<file path="config.mk">
export PLATFORM = sky130hd
export DESIGN_NAME = pool2d_stream
export DESIGN_NICKNAME = d
export VERILOG_FILES = /design/src/rtl/pool_pkg.sv /design/src/rtl/pool_line_buf.sv /design/src/rtl/pool2d_stream.sv
export SDC_FILE = /design/constraint.sdc
export NUM_CORES = 1
export LEC_CHECK = 0
export CORE_UTILIZATION = 45
export DETAILED_ROUTE_END_ITERATION = 12
export PLACE_DENSITY_LB_ADDON = 0.2
export SETUP_SLACK_MARGIN = 0.4
export SLEW_MARGIN = 25
export SYNTH_ARGS = -nofsm -noshare
export SYNTH_HDL_FRONTEND = slang
export SYNTH_SLANG_ARGS = --single-unit
</file>
<file path="constraint.sdc">
create_clock -name clk -period 15.6 [get_ports clk]
set_input_delay 3.12 -clock clk [delete_from_list [all_inputs] [get_ports clk]]
set_output_delay 3.12 -clock clk [all_outputs]
set_load 0.05 [all_outputs]
</file>
<file path="src/rtl/pool_pkg.sv">
// Shared types and constants for the 2x2 stride-2 streaming pooling block.
package pool_pkg;

    typedef enum logic {
        FILL_ROW = 1'b0,
        POOL_ROW = 1'b1
    } pool_state_e;

    localparam logic MODE_MAX       = 1'b0;
    localparam logic MODE_AVG       = 1'b1;
    localparam int   DEFAULT_DATA_W = 18;

endpackage

</file>
<file path="src/rtl/pool_line_buf.sv">
// One-row line buffer: single write port, two combinational read ports.
// Contents are not reset; every entry is rewritten on an even row before it is read.
module pool_line_buf #(
    parameter int DATA_W  = 18,
    parameter int IN_SIZE = 8,
    localparam int ADDR_W = $clog2(IN_SIZE)
) (
    input  logic              clk,
    input  logic              we,
    input  logic [ADDR_W-1:0] waddr,
    input  logic [DATA_W-1:0] wdata,
    input  logic [ADDR_W-1:0] raddr_a,
    input  logic [ADDR_W-1:0] raddr_b,
    output logic [DATA_W-1:0] rdata_a,
    output logic [DATA_W-1:0] rdata_b
);

    logic [DATA_W-1:0] mem_q [IN_SIZE];

    always_ff @(posedge clk) begin
        if (we) begin
            mem_q[waddr] <= wdata;
        end
    end

    assign rdata_a = mem_q[raddr_a];
    assign rdata_b = mem_q[raddr_b];

endmodule

</file>
<file path="src/rtl/pool2d_stream.sv">
// Streaming 2x2 / stride-2 max pooling over a raster-ordered square feature map.
// Define POOL_AVG_EN to add the mode port and the floor-average datapath.
//
// state    | meaning
// FILL_ROW | even row: samples are written into the line buffer
// POOL_ROW | odd row: even col held in prev, odd col completes a window
module pool2d_stream
    import pool_pkg::*;
#(
    parameter int DATA_W       = DEFAULT_DATA_W,
    parameter int IN_SIZE      = 8,
    parameter int FRAMES_CNT_W = 16
) (
    input  logic                     clk,
    input  logic                     reset,
    input  logic signed [DATA_W-1:0] datain,
    input  logic                     enable,
`ifdef POOL_AVG_EN
    input  logic                     mode,
`endif
    output logic signed [DATA_W-1:0] dataout,
    output logic                     pool_out,
    output logic                     pool_finish,
    output logic [FRAMES_CNT_W-1:0]  frame_cnt
);

    localparam int ADDR_W = $clog2(IN_SIZE);
    localparam logic [ADDR_W-1:0] LAST_IDX = ADDR_W'(IN_SIZE - 1);

    pool_state_e              state_q, state_d;
    logic [ADDR_W-1:0]        col_q, col_d, row_q, row_d;
    logic signed [DATA_W-1:0] prev_q, prev_d, dataout_q, dataout_d;
    logic                     pool_out_q, pool_out_d, finish_q, finish_d;
    logic [FRAMES_CNT_W-1:0]  frame_cnt_q, frame_cnt_d;

    logic [DATA_W-1:0]        lb_rdata_a, lb_rdata_b;
    logic signed [DATA_W-1:0] win_a, win_b, max_ab, max_cd, win_max, win_res;
    logic                     last_col, last_row;

    pool_line_buf #(
        .DATA_W  (DATA_W),
        .IN_SIZE (IN_SIZE)
    ) u_line_buf (
        .clk     (clk),
        .we      (enable && (state_q == FILL_ROW)),
        .waddr   (col_q),
        .wdata   (datain),
        .raddr_a ({col_q[ADDR_W-1:1], 1'b0}),
        .raddr_b (col_q),
        .rdata_a (lb_rdata_a),
        .rdata_b (lb_rdata_b)
    );

    assign win_a   = $signed(lb_rdata_a);
    assign win_b   = $signed(lb_rdata_b);
    assign max_ab  = (win_a > win_b) ? win_a : win_b;
    assign max_cd  = (prev_q > datain) ? prev_q : datain;
    assign win_max = (max_ab > max_cd) ? max_ab : max_cd;

`ifdef POOL_AVG_EN
    logic signed [DATA_W+1:0] win_sum;
    logic signed [DATA_W-1:0] win_avg;
    logic [1:0]               win_sum_frac_unused;

    // Dropping the two low bits of a two's-complement sum floors toward -inf.
    assign win_sum = (DATA_W+2)'(win_a) + (DATA_W+2)'(win_b)
                   + (DATA_W+2)'(prev_q) + (DATA_W+2)'(datain);
    assign {win_avg, win_sum_frac_unused} = win_sum;
    assign win_res = (mode == MODE_AVG) ? win_avg : win_max;
`else
    assign win_res = win_max;
`endif

    assign last_col = (col_q == LAST_IDX);
    assign last_row = (row_q == LAST_IDX);

    always_comb begin
        state_d     = state_q;
        col_d       = col_q;
        row_d       = row_q;
        prev_d      = prev_q;
        dataout_d   = dataout_q;
        pool_out_d  = 1'b0;
        finish_d    = 1'b0;
        frame_cnt_d = frame_cnt_q;

        if (enable) begin
            col_d = last_col ? '0 : col_q + 1'b1;
            if (last_col) begin
                row_d   = last_row ? '0 : row_q + 1'b1;
                state_d = (state_q == FILL_ROW) ? POOL_ROW : FILL_ROW;
            end
            if (state_q == POOL_ROW) begin
                if (!col_q[0]) begin
                    prev_d = datain;
                end else begin
                    dataout_d  = win_res;
                    pool_out_d = 1'b1;
                    if (last_col && last_row) begin
                        finish_d    = 1'b1;
                        frame_cnt_d = frame_cnt_q + 1'b1;
                    end
                end
            end
        end
    end

    always_ff @(posedge clk) begin
        if (reset) begin
            state_q     <= FILL_ROW;
            col_q       <= '0;
            row_q       <= '0;
            prev_q      <= '0;
            dataout_q   <= '0;
            pool_out_q  <= 1'b0;
            finish_q    <= 1'b0;
            frame_cnt_q <= '0;
        end else begin
            state_q     <= state_d;
            col_q       <= col_d;
            row_q       <= row_d;
            prev_q      <= prev_d;
            dataout_q   <= dataout_d;
            pool_out_q  <= pool_out_d;
            finish_q    <= finish_d;
            frame_cnt_q <= frame_cnt_d;
        end
    end

    assign dataout     = dataout_q;
    assign pool_out    = pool_out_q;
    assign pool_finish = finish_q;
    assign frame_cnt   = frame_cnt_q;

endmodule

</file>
After elaboration in Yosys (flattened, before gate mapping)
Memory sizes are Yosys's and may differ from the RTL's. A register that Yosys moved wholly into a read port is not among the register bits.
Index checks and enable logic that the tools add are counted.
- input port bits: 21
- bits in writable memories: 144
- register bits: 61
- logic and storage cells: 42
- output and inout port bits: 36
- memories kept: 1
- multiplexer cells: 14
- order comparisons: 3
- $add $sub $neg: 3
- reduce and logical (&&, ||, !) cells: 8
- bitwise gates (word level): 3
- equal/unequal tests: 2
- memories (name ; depth ; bits a word ; rd ports ; clocked after Yosys merged registers in ; wr ports ; RTL line ; source):
    u_line_buf.mem_q ; 8 ; 18 ; 2 ; 2 ; 1 ; pool_line_buf.sv:18 ; logic [DATA_W-1:0] mem_q [IN_SIZE];
- operator list (cell ; count):
    greater-than comparator 18 bit ; 3
    two-way mux 18 bit ; 3
    two-way mux 3 bit ; 6
    adder 16 x 1 -> 16 bit, second input constant ; 1
    adder 3 x 1 -> 3 bit, second input constant ; 2
    equality test 3 bit, second input constant ; 2
    AND reduction 3 bit ; 2
    two-way mux 1 bit ; 5
    AND reduction 4 bit ; 1
    OR reduction 4 bit ; 1
    NOT 1 bit ; 3
    OR reduction 3 bit ; 1
    logical AND 1 bit ; 2
    AND reduction 2 bit ; 1

Depth between registers and ports, before layout
- depth after elaboration: 4
- mapped depth: 22

Cells and area by module
A second synthesis with hierarchy kept.
- cell total of the unflattened synthesis: 776
- area total of the unflattened synthesis: 10900.5 um^2
- modules (own cells, without submodules) (module ; cells each ; seq. area each (um^2) ; instances ; area each (um^2)):
    pool_line_buf ; 285 ; 4324.1 ; 1 ; 6822.8
    pool2d_stream ; 491 ; 1221.2 ; 1 ; 4077.7

Least setup slack after synthesis
Ideal clock, no wire load.
- path kind: input port to flip-flop
- from: in datain[7]
- to: reg dataout_q[10], in the netlist dataout[10]
- setup slack: 8.781 ns
- path buffers: 3
- cell stages on the path: 19
- arrival: 6.690 ns
- path through: inv_1 > ha_1 > a211oi_2 > nor2_1 > a2111o_1 > a21oi_1 > a221o_2 > buf_8 > buf_12 > mux2i_1 > ha_1 > a21o_1 > a2111oi_0 > o21ai_1 > a2111o_1 > and2_4 > nor2_4 > buf_6 > a221oi_2
- longest elaborated chain between the ends: 4
- RTL lines (element ; RTL line ; source):
    start, declared ; pool2d_stream.sv:16 ; input logic signed [DATA_W-1:0] datain,
    greater-than comparator 18 bit ; pool2d_stream.sv:57 ; assign max_cd = (prev_q > datain) ? prev_q : datain;
    two-way mux 18 bit (*) ; pool2d_stream.sv:57 ;
    greater-than comparator 18 bit ; pool2d_stream.sv:58 ; assign win_max = (max_ab > max_cd) ? max_ab : max_cd;
    two-way mux 18 bit (*) ; pool2d_stream.sv:58 ;
    end signal, assigned ; pool2d_stream.sv:123 ; dataout_q <= dataout_d;
    end, declared ; pool2d_stream.sv:32 ; logic signed [DATA_W-1:0] prev_q, prev_d, dataout_q, dataout_d;
Mark *: on every way between the ends. The rest lies on a longest branch, timed or not.
A chain may end at the register's enable or synchronous reset.

Final worst setup path
- from: in datain[15]
- to: reg dataout_q[3], in the netlist dataout[3]
The elaborated chain is that of the path after synthesis.

==> impl_metrics.tcl <==
set metrics [dict create \
    status "finished, final reports clean" \
    grt_pass1_wl_um 36000 \
    port_buffers 56 \
    cp_top_family "compound AO/OA/AOI/OAI gates" \
    cts_tree "done" \
    start_util 0.463 \
    die_w_um 149 \
    critical_path.startpoint_type "input pin" \
    routed_via_density 5.78 \
    antennaDiodeCount 0 \
    htree_num_levels 1 \
    ys_types 56 \
    syn_area_um2 9790 \
    postSynthAreaPerCell_um2 13.4 \
    max_slew.worst_pin.slew_ns 0.986 \
    path_buf_inv 2 \
    crit_arrival_ns 8.32 \
    power.density_nw_per_um2 117 \
    rr_worst_depth 20 \
    cp_max_fo 18 \
    fin_crit_ns 7.94 \
    cts.sinks 208 \
    syn_to_final_growth_pct 17.0 \
    wire_per_inst_um 21.3 \
    ys_ff_latch 208 \
    antenna_found_initial 0 \
    io_pins 57 \
    drt-total-wl_um 23200 \
    skew_ns 0.0150 \
    coreArea_um2 21200 \
    mostFrequentLayoutCells "edfxtp_1 (144), dfxtp_1 (63), ha_1 (59), nand2_1 (55), clkdlybuf4s50_1 (55)" \
    path_cells "clkdlybuf4s50_1, inv_1, ha_1, a21o_1, a2111oi_0, o21ai_0, a21oi_1, a221o_2, mux2i_1, ha_1, a21o_1, a2111oi_0, o21ai_1, a2111o_1, and2_4, nor2_4, a221oi_1" \
    multiInputGateArea_um2 3870 \
    dp_hpwl_um 15600 \
    ant_nets 0 \
    die_area_um2 22300 \
    hold_buffers 0 \
    ctsLongestPathBuffers 3 \
    setup_viol 0 \
    grt_setup_unrepaired "false" \
    gp_congestion 0.867 \
    drive_above_1_share 0.151 \
    timing.rr.end "dataout[3]$_SDFFE_PP0P_" \
    dpl-instance-area_um2 10700 \
    final_cell_area_um2 11400 \
    r2r_setup_slack_ns 9.03 \
    fin_crit_sh 0.509 \
    vias 6282 \
    slew_headroom 0.339 \
    max_stage_delay_ns 0.68 \
    max_cap_violations 0 \
    final.setup.tns_ns 0 \
    fmaxAchievable_mhz 126 \
    cts_resized 0 \
    dr.pass1.iters 5 \
    endpoint_kind "flip-flop" \
    gr-total-overflow 0 \
    drc 0 \
    drtIter0Drc 322 \
    cp.required_ns 15.97 \
    insertion_delay_ns 0.52 \
    worst_hold_path_type "reg -> reg" \
    slew_violations 0 \
    cts_root_buf "clkbuf_16" \
    row_count 53 \
    path_clk_slew_ns 0.06 \
    synth-edff-count 144 \
    final_nets 874 \
    cpMaxStageDelayCell "clkdlybuf4s50_1" \
    cts_buffers 24 \
    regArea_um2 5610 \
    grt_pass1_vias 6400 \
    ys_seq_area_frac 0.573 \
    cp-startpoint "datain[15]" \
    worstSetupPathType "in -> reg" \
    cp-endpoint "dataout[3]$_SDFFE_PP0P_" \
    ir_drop_mv 0.0704 \
    die_h_um 149 \
    grt_max_degree 62 \
    post_cts_buffers 0 \
    timing_hold_violations_final 0 \
    ys_async_sr_fraction 0 \
    final_common_cell "edfxtp_1" \
    grt_use_total 0.216 \
    yosys_warnings 0 \
    synth_nets 809 \
    fillers 1751 \
    synth_flop_cell "edfxtp_1" \
    syn_inst 729 \
    cp.depth 17 \
    leakage_uw 0.00429 \
]
==> metal layers <==
metal  global-route usage  vias to the layer above  share of wire
met4               0.0959                        0          0.047
met2                0.364                      150           0.49
met5                    0                        -              0
li1                     -                     2918              -
met3               0.0296                       64          0.039
met1                0.277                     3150           0.43
==> state kept, by name, summed over array words and instances (netlist names), named ones only <==
signal	cells
prev_q	18
u_line_buf.mem_q	144
state_q	1
dataout	18
col_q	3
pool_finish	1
pool_out	1
row_q	3
frame_cnt	16
==> kinds of logic after synthesis <==
family	share of synthesized area
flip-flops	0.573
AND/OR/NAND/NOR	0.0767
AO/OA/AOI/OAI	0.101
buffers and inverters	0.0367
multiplexers	0.124
adder cells (fa/ha/maj)	0.0754
XOR/XNOR	0.0134
==> synth_stat cells (all sizes together) (2+ instances only) <==
library cell,n,area [um2]
a2111o,2,22.5
ha,59,738
a21o,18,135
a221o,2,21.3
nand2b,4,25.0
inv,48,180
xnor2,3,26.3
nand2,55,206
edfxtp,144,4320
a211oi,2,20.0
o21bai,14,105
dfxtp,64,1280
xor2,12,105
nor3,9,45.0
nor2b,4,25.0
clkbuf,20,75.1
and3,9,61.3
o21ai,11,62.6
o21a,7,52.6
nand3,15,75.1
a221oi,13,189
and4,2,17.5
mux2,2,26.3
a21oi,50,250
and2,2,15.0
nor4,3,18.8
o211ai,5,37.5
buf,13,104
nor2,31,124
a2111oi,2,17.5
mux2i,38,380
nand3b,4,30.0
a31oi,2,12.5
o311ai,4,35.0
mux4,36,811
nand4,14,87.6
==> area by class of cell <==
class,count,share of cell area
flip-flops and latches,208,0.490
multi-input cells,440,0.338
clock buffers,33,0.0619
repair buffers,72,0.0590
well taps,275,0.0301
inverters,48,0.0157
clock inverters,11,0.00557
==> power by group <==
| group | internal, uW | leakage (uW) | switching, uW |
|---|---|---|---|
| logic | 78.9 | 0.00209 | 121 |
| registers | 599 | 0.00182 | 3.19 |
| clock network | 318 | 0.000384 | 222 |
==> how the worst min path moves through the flow <==
stage / startpoint / to / slack, ns / cells past startpoint
after floorplan: row_q[1]$_SDFFE_PP0P_ / row_q[1]$_SDFFE_PP0P_ / 0.44 / 2
after global placement: row_q[1]$_SDFFE_PP0P_ / row_q[1]$_SDFFE_PP0P_ / 0.45 / 2
after detailed placement: row_q[1]$_SDFFE_PP0P_ / row_q[1]$_SDFFE_PP0P_ / 0.46 / 2
after CTS: row_q[1]$_SDFFE_PP0P_ / row_q[1]$_SDFFE_PP0P_ / 0.47 / 2
after global routing: prev_q[8]$_SDFFE_PP0P_ / prev_q[8]$_SDFFE_PP0P_ / 0.50 / 2
final: row_q[1]$_SDFFE_PP0P_ / row_q[1]$_SDFFE_PP0P_ / 0.46 / 2
==> metrics by stage <==
stage / worst slack (ns) / cells / power (uW) / utilization / hold WS [ns]
finish: 7.66 / 1087 / 1340 / 0.541 / 0.464
global route: 7.28 / 1087 / 1400 / 0.541 / 0.499
CTS: 7.74 / 1087 / 1360 / 0.541 / 0.468
detailed placement: 7.23 / 1043 / 814 / 0.505 / 0.460
global placement: 7.31 / 1043 / 808 / 0.504 / 0.447
floorplan: 8.78 / 729 / 750 / - / 0.440
==> tightest hold or removal path, stage by stage (launching register included) <==
cell and delay [ns]:
dfxtp_1 0.31, nand2_1 0.05, a21oi_1 0.05
Power figures use the tool's default switching activity.
